==> config.mk <==
export PLATFORM = sky130hd
export DESIGN_NAME = disp_scan_2de5
export DESIGN_NICKNAME = d
export VERILOG_FILES = /design/src/rtl/disp_2de5_pkg.sv /design/src/rtl/dec_2de5_7seg.sv /design/src/rtl/disp_scan_2de5.sv
export SDC_FILE = /design/constraint.sdc
export NUM_CORES = 1
export LEC_CHECK = 0
export ABC_AREA = 1
export BUFFER_PORTS_ARGS = -buffer_cell sky130_fd_sc_hd__buf_2
export CAP_MARGIN = 40
export CELL_PAD_IN_SITES_DETAIL_PLACEMENT = 0
export CELL_PAD_IN_SITES_GLOBAL_PLACEMENT = 1
export CORE_MARGIN = 1
export CORE_UTILIZATION = 28
export CTS_CLUSTER_DIAMETER = 40
export DETAILED_ROUTE_END_ITERATION = 10
export GPL_TIMING_DRIVEN = 0
export PLACE_DENSITY_LB_ADDON = 0.1
export SLEW_MARGIN = 40
export SYNTH_ARGS = -nofsm -noshare
export SYNTH_HDL_FRONTEND = slang
export SYNTH_SLANG_ARGS = --single-unit
==> constraint.sdc <==
create_clock -name clk -period 2.42 [get_ports clk]
set_clock_uncertainty 0.2 [all_clocks]
set_input_delay 0.242 -clock clk [delete_from_list [all_inputs] [get_ports clk]]
set_output_delay 0.242 -clock clk [all_outputs]
set_load 0.01 [all_outputs]
==> src/rtl/disp_2de5_pkg.sv <==
// Shared types and tables for the 2-of-5 scanned display controller.
// Code weights 7-4-2-1-0 map to bits E1..E5 (bit 4 .. bit 0).
package disp_2de5_pkg;

    typedef enum logic {
        BLANK,
        DRIVE
    } scan_state_t;

    localparam logic [6:0] SEG_BLANK = 7'b0000000;
    localparam logic [6:0] SEG_DASH  = 7'b1000000;

    localparam logic [4:0] CODE_TABLE [10] = '{
        5'b11000, 5'b00011, 5'b00101, 5'b00110, 5'b01001,
        5'b01010, 5'b01100, 5'b10001, 5'b10010, 5'b10100
    };

    // Segment order {g,f,e,d,c,b,a}, active-high.
    localparam logic [6:0] SEG_TABLE [10] = '{
        7'b0111111, 7'b0000110, 7'b1011011, 7'b1001111, 7'b1100110,
        7'b1101101, 7'b1111101, 7'b0000111, 7'b1111111, 7'b1101111
    };

    // Every 2-hot 5-bit pattern is a table entry, so a popcount of two is sufficient.
    function automatic logic is_valid_2de5(input logic [4:0] code);
        int unsigned ones;
        ones = 0;
        for (int unsigned i = 0; i < 5; i++) begin
            ones = ones + {31'b0, code[i]};
        end
        return ones == 2;
    endfunction

endpackage

==> src/rtl/dec_2de5_7seg.sv <==
// Combinational 2-of-5 code to 7-segment decoder; unmatched codes give blank
// segments with valid low.
module dec_2de5_7seg
    import disp_2de5_pkg::*;
(
    input  logic [4:0] code,
    output logic [6:0] seg,
    output logic       valid
);

    always_comb begin
        seg   = SEG_BLANK;
        valid = 1'b0;
        for (int unsigned i = 0; i < 10; i++) begin
            if (code == CODE_TABLE[i]) begin
                seg   = SEG_TABLE[i];
                valid = 1'b1;
            end
        end
    end

endmodule

==> src/rtl/disp_scan_2de5.sv <==
// Time-multiplexed 2-of-5 display scanner with frame-aligned double-buffered codes.
// Optional feature macro: DISP_ERR_BLINK_EN (blinking dash on invalid digits).
module disp_scan_2de5
    import disp_2de5_pkg::*;
#(
    parameter int unsigned DIGITS       = 4,
    parameter int unsigned SCAN_DIV     = 1000,
    parameter int unsigned BLANK_CYC    = 50,
    parameter int unsigned BLINK_FRAMES = 64
) (
    input  logic                  clk,
    input  logic                  rst,
    input  logic [5*DIGITS-1:0]   code_in,
    input  logic                  upd_req,
    output logic                  upd_ack,
    output logic [6:0]            seg,
    output logic [DIGITS-1:0]     an_n,
    output logic                  frame_start,
    output logic [DIGITS-1:0]     err
);

    localparam int unsigned CNT_W = $clog2(SCAN_DIV);
    localparam int unsigned IDX_W = $clog2(DIGITS);

    localparam logic [CNT_W-1:0] CNT_LAST   = CNT_W'(SCAN_DIV - 1);
    localparam logic [CNT_W-1:0] BLANK_LAST = CNT_W'(BLANK_CYC - 1);
    localparam logic [IDX_W-1:0] IDX_LAST   = IDX_W'(DIGITS - 1);

    localparam bit PARAMS_OK = (DIGITS >= 2) && (DIGITS <= 8) && (SCAN_DIV >= 4) &&
                               (BLANK_CYC >= 1) && (BLANK_CYC < SCAN_DIV) &&
                               (BLINK_FRAMES >= 1);

    if (!PARAMS_OK) begin : g_bad_params
        $error("disp_scan_2de5: parameter combination out of range");
    end

    logic [CNT_W-1:0]      cnt_q, cnt_d;
    logic [IDX_W-1:0]      idx_q, idx_d;
    scan_state_t           state_q, state_d;
    logic [5*DIGITS-1:0]   active_q, active_d;
    logic [5*DIGITS-1:0]   pending_q, pending_d;
    logic                  pend_v_q, pend_v_d;
    logic                  upd_ack_q, upd_ack_d;
    logic                  frame_start_q, frame_start_d;
    logic [DIGITS-1:0]     err_q, err_d;
    logic [6:0]            seg_q, seg_d;
    logic [DIGITS-1:0]     an_n_q, an_n_d;

    logic                  slot_end;
    logic                  frame_end;
    logic                  commit;
    logic [DIGITS-1:0]     pend_err;
    logic [4:0]            dec_code;
    logic [6:0]            dec_seg;
    logic                  dec_valid;
    logic [6:0]            invalid_seg;
    logic [6:0]            digit_seg;

    assign slot_end  = (cnt_q == CNT_LAST);
    assign frame_end = slot_end && (idx_q == IDX_LAST);
    assign commit    = frame_end && pend_v_q;

    always_comb begin
        pend_err = '0;
        for (int unsigned k = 0; k < DIGITS; k++) begin
            pend_err[k] = (pending_q[5*k +: 5] != 5'b00000) &&
                          !is_valid_2de5(pending_q[5*k +: 5]);
        end
    end

    // A request on the commit cycle lands in pending after the old value moved
    // to active, so pend_v stays set for the following frame.
    always_comb begin
        cnt_d         = cnt_q + 1'b1;
        idx_d         = idx_q;
        active_d      = active_q;
        pending_d     = pending_q;
        pend_v_d      = pend_v_q;
        err_d         = err_q;
        upd_ack_d     = 1'b0;
        frame_start_d = frame_end;
        if (slot_end) begin
            cnt_d = '0;
            idx_d = frame_end ? '0 : idx_q + 1'b1;
        end
        if (commit) begin
            active_d  = pending_q;
            pend_v_d  = 1'b0;
            upd_ack_d = 1'b1;
            err_d     = pend_err;
        end
        if (upd_req) begin
            pending_d = code_in;
            pend_v_d  = 1'b1;
        end
    end

    always_comb begin
        dec_code = '0;
        for (int unsigned k = 0; k < DIGITS; k++) begin
            if (idx_q == IDX_W'(k)) begin
                dec_code = active_q[5*k +: 5];
            end
        end
    end

    dec_2de5_7seg u_dec (
        .code  (dec_code),
        .seg   (dec_seg),
        .valid (dec_valid)
    );

`ifdef DISP_ERR_BLINK_EN
    localparam int unsigned BLINK_W = (BLINK_FRAMES > 1) ? $clog2(BLINK_FRAMES) : 1;
    localparam logic [BLINK_W-1:0] BLINK_LAST = BLINK_W'(BLINK_FRAMES - 1);

    logic [BLINK_W-1:0] blink_cnt_q, blink_cnt_d;
    logic               blink_phase_q, blink_phase_d;

    always_comb begin
        blink_cnt_d   = blink_cnt_q;
        blink_phase_d = blink_phase_q;
        if (frame_start_q) begin
            if (blink_cnt_q == BLINK_LAST) begin
                blink_cnt_d   = '0;
                blink_phase_d = !blink_phase_q;
            end else begin
                blink_cnt_d = blink_cnt_q + 1'b1;
            end
        end
    end

    always_ff @(posedge clk) begin
        if (rst) begin
            blink_cnt_q   <= '0;
            blink_phase_q <= 1'b0;
        end else begin
            blink_cnt_q   <= blink_cnt_d;
            blink_phase_q <= blink_phase_d;
        end
    end

    always_comb begin
        invalid_seg = blink_phase_q ? SEG_BLANK : SEG_DASH;
    end
`else
    always_comb begin
        invalid_seg = SEG_BLANK;
    end
`endif

    always_comb begin
        if (dec_valid) begin
            digit_seg = dec_seg;
        end else if (dec_code == 5'b00000) begin
            digit_seg = SEG_BLANK;
        end else begin
            digit_seg = invalid_seg;
        end
    end

    // Scan FSM: state register.
    always_ff @(posedge clk) begin
        if (rst) begin
            state_q <= BLANK;
        end else begin
            state_q <= state_d;
        end
    end

    // Scan FSM: next state.
    always_comb begin
        state_d = state_q;
        unique case (state_q)
            BLANK: if (cnt_q == BLANK_LAST) state_d = DRIVE;
            DRIVE: if (slot_end)            state_d = BLANK;
            default:                        state_d = BLANK;
        endcase
    end

    // Scan FSM: outputs. Segments reload only during dead-time so a lit digit
    // never sees its pattern change.
    always_comb begin
        an_n_d = '1;
        seg_d  = seg_q;
        if (state_q == DRIVE) begin
            for (int unsigned k = 0; k < DIGITS; k++) begin
                if (idx_q == IDX_W'(k)) begin
                    an_n_d[k] = 1'b0;
                end
            end
        end else begin
            seg_d = digit_seg;
        end
    end

    always_ff @(posedge clk) begin
        if (rst) begin
            cnt_q         <= '0;
            idx_q         <= '0;
            active_q      <= '0;
            pending_q     <= '0;
            pend_v_q      <= 1'b0;
            upd_ack_q     <= 1'b0;
            frame_start_q <= 1'b0;
            err_q         <= '0;
            seg_q         <= SEG_BLANK;
            an_n_q        <= '1;
        end else begin
            cnt_q         <= cnt_d;
            idx_q         <= idx_d;
            active_q      <= active_d;
            pending_q     <= pending_d;
            pend_v_q      <= pend_v_d;
            upd_ack_q     <= upd_ack_d;
            frame_start_q <= frame_start_d;
            err_q         <= err_d;
            seg_q         <= seg_d;
            an_n_q        <= an_n_d;
        end
    end

    assign upd_ack     = upd_ack_q;
    assign frame_start = frame_start_q;
    assign err         = err_q;
    assign seg         = seg_q;
    assign an_n        = an_n_q;

endmodule

==> impl_metrics.env <==
export IMPL_wl_per_cell_um=12.95
export IMPL_grt_usage_pct=14.58
export IMPL_post_route_period_util_pct=91.44
export IMPL_pwr_share_comb_pct=7.9
export IMPL_layout_nets=533
export IMPL_synth_edff_count=0
export IMPL_r2r_cells=8
export IMPL_setup_viol=0
export IMPL_path_cells="inv_1, fa_1, fa_1, inv_1, ha_1, nand2_1, o21ai_0, a211oi_2"
export IMPL_synth_top_cell_area_share_pct=41.98
export IMPL_slowest_stage="fa_1"
export IMPL_clockBufferDepth=2
export IMPL_synth_cell_area_um2=3386
export IMPL_cts_sinks=71
export IMPL_async_reset_ff_share_pct=0
export IMPL_hold_depth=3
export IMPL_power_density_nw_per_um2=638.5
export IMPL_clock_latency_ns=0.34
export IMPL_grt_max_degree=12
export IMPL_layout_drive_gt1_share_pct=19.92
export IMPL_worstHoldPathType="primary input to register"
export IMPL_cp_end_kind="register"
export IMPL_synth_seq_area_share_pct=41.98
export IMPL_fin_crit_ns=2.213
export IMPL_hold_violations=0
export IMPL_numCtsBuffers=9
export IMPL_worst_setup_path_type="register to register"
export IMPL_grt_pass1_wl_um=14120
export IMPL_path_delay_family="adder cells"
export IMPL_grt_pass1_vias=2965
export IMPL_routabilityCongestion=0.7629
export IMPL_ant_nets=0
export IMPL_dr_first_iter_drc_count=94
export IMPL_ir_drop_mv=0.2505
export IMPL_critPathBufInv=2
export IMPL_seq_area_um2=1421
export IMPL_area_growth_pct=23.95
export IMPL_max_slew_worst_pin_slew_ns=0.6983
export IMPL_syn_inst=423
export IMPL_cts_tree="yes"
export IMPL_h_tree_depth=3
export IMPL_violations="design-rule violations"
export IMPL_core_um2=11610
export IMPL_post_cts_buffers=0
export IMPL_synth_nets=468
export IMPL_synthTopCellsByArea="dfxtp_1 (42%), a21oi_1 (7.5%), nand2_1 (7.0%)"
export IMPL_drc=2
export IMPL_p_int_w=0.002053
export IMPL_multiInputGateArea_um2=1675
export IMPL_rsz0062_at_grt="false"
export IMPL_slowest_delay_ns=0.50
export IMPL_avgViaCountPerCell=4.580
export IMPL_p_sw_w=0.0006264
export IMPL_cp_depth=8
export IMPL_via_count=2908
export IMPL_status="complete, but fails checks"
export IMPL_initial_core_util_pct=29.15
export IMPL_path_clk_slew_ns=0.06
export IMPL_critPathLaunchType="register"
export IMPL_cap_violations=0
export IMPL_wirelength_um=8222
export IMPL_synth_cell_types=34
export IMPL_post_place_ws_ns=0.2009
export IMPL_swShare_pct=23.38
export IMPL_dieArea_um2=12540
export IMPL_drtPass1Iterations=7
export IMPL_die_h_um=112.0
export IMPL_io_buffers=39
export IMPL_fmax_ghz=0.4519
export IMPL_n_antenna_cell=0
export IMPL_setup_tns_ns=0
export IMPL_pin_count=40
export IMPL_dieWidth_um=112.0
export IMPL_slew_headroom_pct=53.45
export IMPL_power_share_sequential_pct=45.1
export IMPL_r2r_end="err[2]"
export IMPL_p_leak_nw=1.918
export IMPL_clockPowerShare_pct=47.0
export IMPL_maxSlewViolCount=0
export IMPL_fill_cells=1255
export IMPL_crit_required_ns=2.47
export IMPL_synth_main_ff_cell="dfxtp_1"
export IMPL_row_count=39
export IMPL_rrSetupSlack_ns=0.21
export IMPL_hp_start="code_in[7]"
export IMPL_cts_root_buffer="clkbuf_16"
export IMPL_hpwl_um=6070
export IMPL_fin_util_pct=36.13
export IMPL_r2r_start="pending_q[10]"
export IMPL_synth_seq_cells=71
export IMPL_instances_no_fill=635
export IMPL_antenna_found_initial=0
export IMPL_grt_overflow=0
export IMPL_layout_setup_ws_ns=0.2071
export IMPL_cp_max_fo=4
export IMPL_synth_area_per_cell_um2=8.004
export IMPL_hold_path_end="pending_q[7]"
export IMPL_yosys_area_top_type="dfxtp_1"
export IMPL_crit_arrival_ns=2.27
export IMPL_yosys_warnings=0
export IMPL_place_detailed_instances=605
metrics by stage:
stage	hold WS [ns]	cell area (um2)	power [W]
after floorplan	0.2087	3386	0.001363
after global placement	0.2330	3760	0.001427
after detailed placement	0.2355	3760	0.001432
after CTS	0.000003664	4194	0.002738
after global routing	0.004883	4197	0.002824
final	0.005753	4197	0.002679
registers in the layout, summed over array words and instances (netlist names):
name and count:
active_q 20, an_n 4, cnt_q 10, err 4, frame_start 1, idx_q 2, pend_v_q 1, pending_q 20
seg 7, state_q 1, upd_ack 1
worst register-to-register path: stages, from the launching register on:
cell	delay, ns
dfxtp_1	0.30
inv_1	0.09
fa_1	0.50
fa_1	0.36
inv_1	0.06
ha_1	0.22
nand2_1	0.05
o21ai_0	0.12
a211oi_2	0.23
routing by layer:
metal / global-route usage (%) / up-vias / share of wire (%)
li1: - / 1514 / -
met1: 18.70 / 1342 / 50
met2: 23.35 / 43 / 45
met3: 3.756 / 9 / 3.1
met4: 5.867 / 0 / 1.7
met5: 0 / - / 0
cell type report:
class / count / area share [%]
Timing Repair Buffer: 54 / 8.229
Inverter: 53 / 4.770
Clock inverter: 3 / 0.4174
Tap cell: 143 / 4.264
Multi-Input combinational cell: 282 / 39.92
Sequential cell: 71 / 33.87
Buffer: 17 / 2.177
Clock buffer: 12 / 6.351
timing repair:
| item | in CTS | in global routing |
|---|---|---|
| hold endpoints to repair | 15 | 0 |
| hold buffers | 15 | 0 |
| gates resized for setup | 0 | 1 |
| setup endpoints to repair | 0 | 5 |
how the worst max path moves through the flow:
stage                   from      to  slack (ns)
4_1_cts             idx_q[0]  seg[0]        0.18
3_5_place_dp        idx_q[0]  seg[0]        0.20
3_3_place_gp   pending_q[10]  err[2]        0.21
5_1_grt             idx_q[1]  seg[2]        0.04
2_1_floorplan   pending_q[5]  err[1]        0.35
6_report       pending_q[10]  err[2]        0.21
synth_stat cells, types with 4 or more instances:
cell type / instances
a21oi_1: 51
buf_2: 4
clkbuf_1: 9
dfxtp_1: 71
fa_1: 8
ha_1: 14
inv_1: 47
inv_2: 5
nand2_1: 63
nand2_2: 6
nand3_1: 18
nand3_2: 6
nand4_1: 6
nor2_1: 28
nor2_2: 7
nor3_1: 7
o21ai_0: 45
power by group through the flow:
stage	Sequential, W	Clock (W)	Combinational, W
6_report	0.00121	0.00126	0.000210
5_1_grt	0.00121	0.00136	0.000249
4_1_cts	0.00121	0.00131	0.000218
3_5_place_dp	0.00123	0	0.000198
3_3_place_gp	0.00123	0	0.000193
2_1_floorplan	0.00123	0	0.000131
cell usage in the layout (no fill, tap or decap), drive strengths merged, types with 2 or more instances in the layout:
cell	instances
clkbuf	21
nor3b	3
dlygate4sd3	15
clkinv	3
ha	14
and3	2
nor4	3
inv	52
dfxtp	71
nand4	7
o21ai	45
fa	8
nand2	71
a211oi	4
nand3	24
nor2	37
nor3	7
a21oi	52
buf	47
cells by family (layout without fill, tap and decap cells):
| logic type | count (synthesis) | count (layout) | share of synthesized area (%) |
|---|---|---|---|
| AOI/OAI and AO/OA | 102 | 102 | 16.22 |
| DFF | 71 | 71 | 41.98 |
| adders and majority gates | 22 | 22 | 9.904 |
| buffers and inverters | 70 | 139 | 8.610 |
| and+or+nand+nor | 156 | 156 | 22.76 |
| xor gates and xnor gates | 2 | 2 | 0.5175 |
Power figures use the tool's default switching activity.
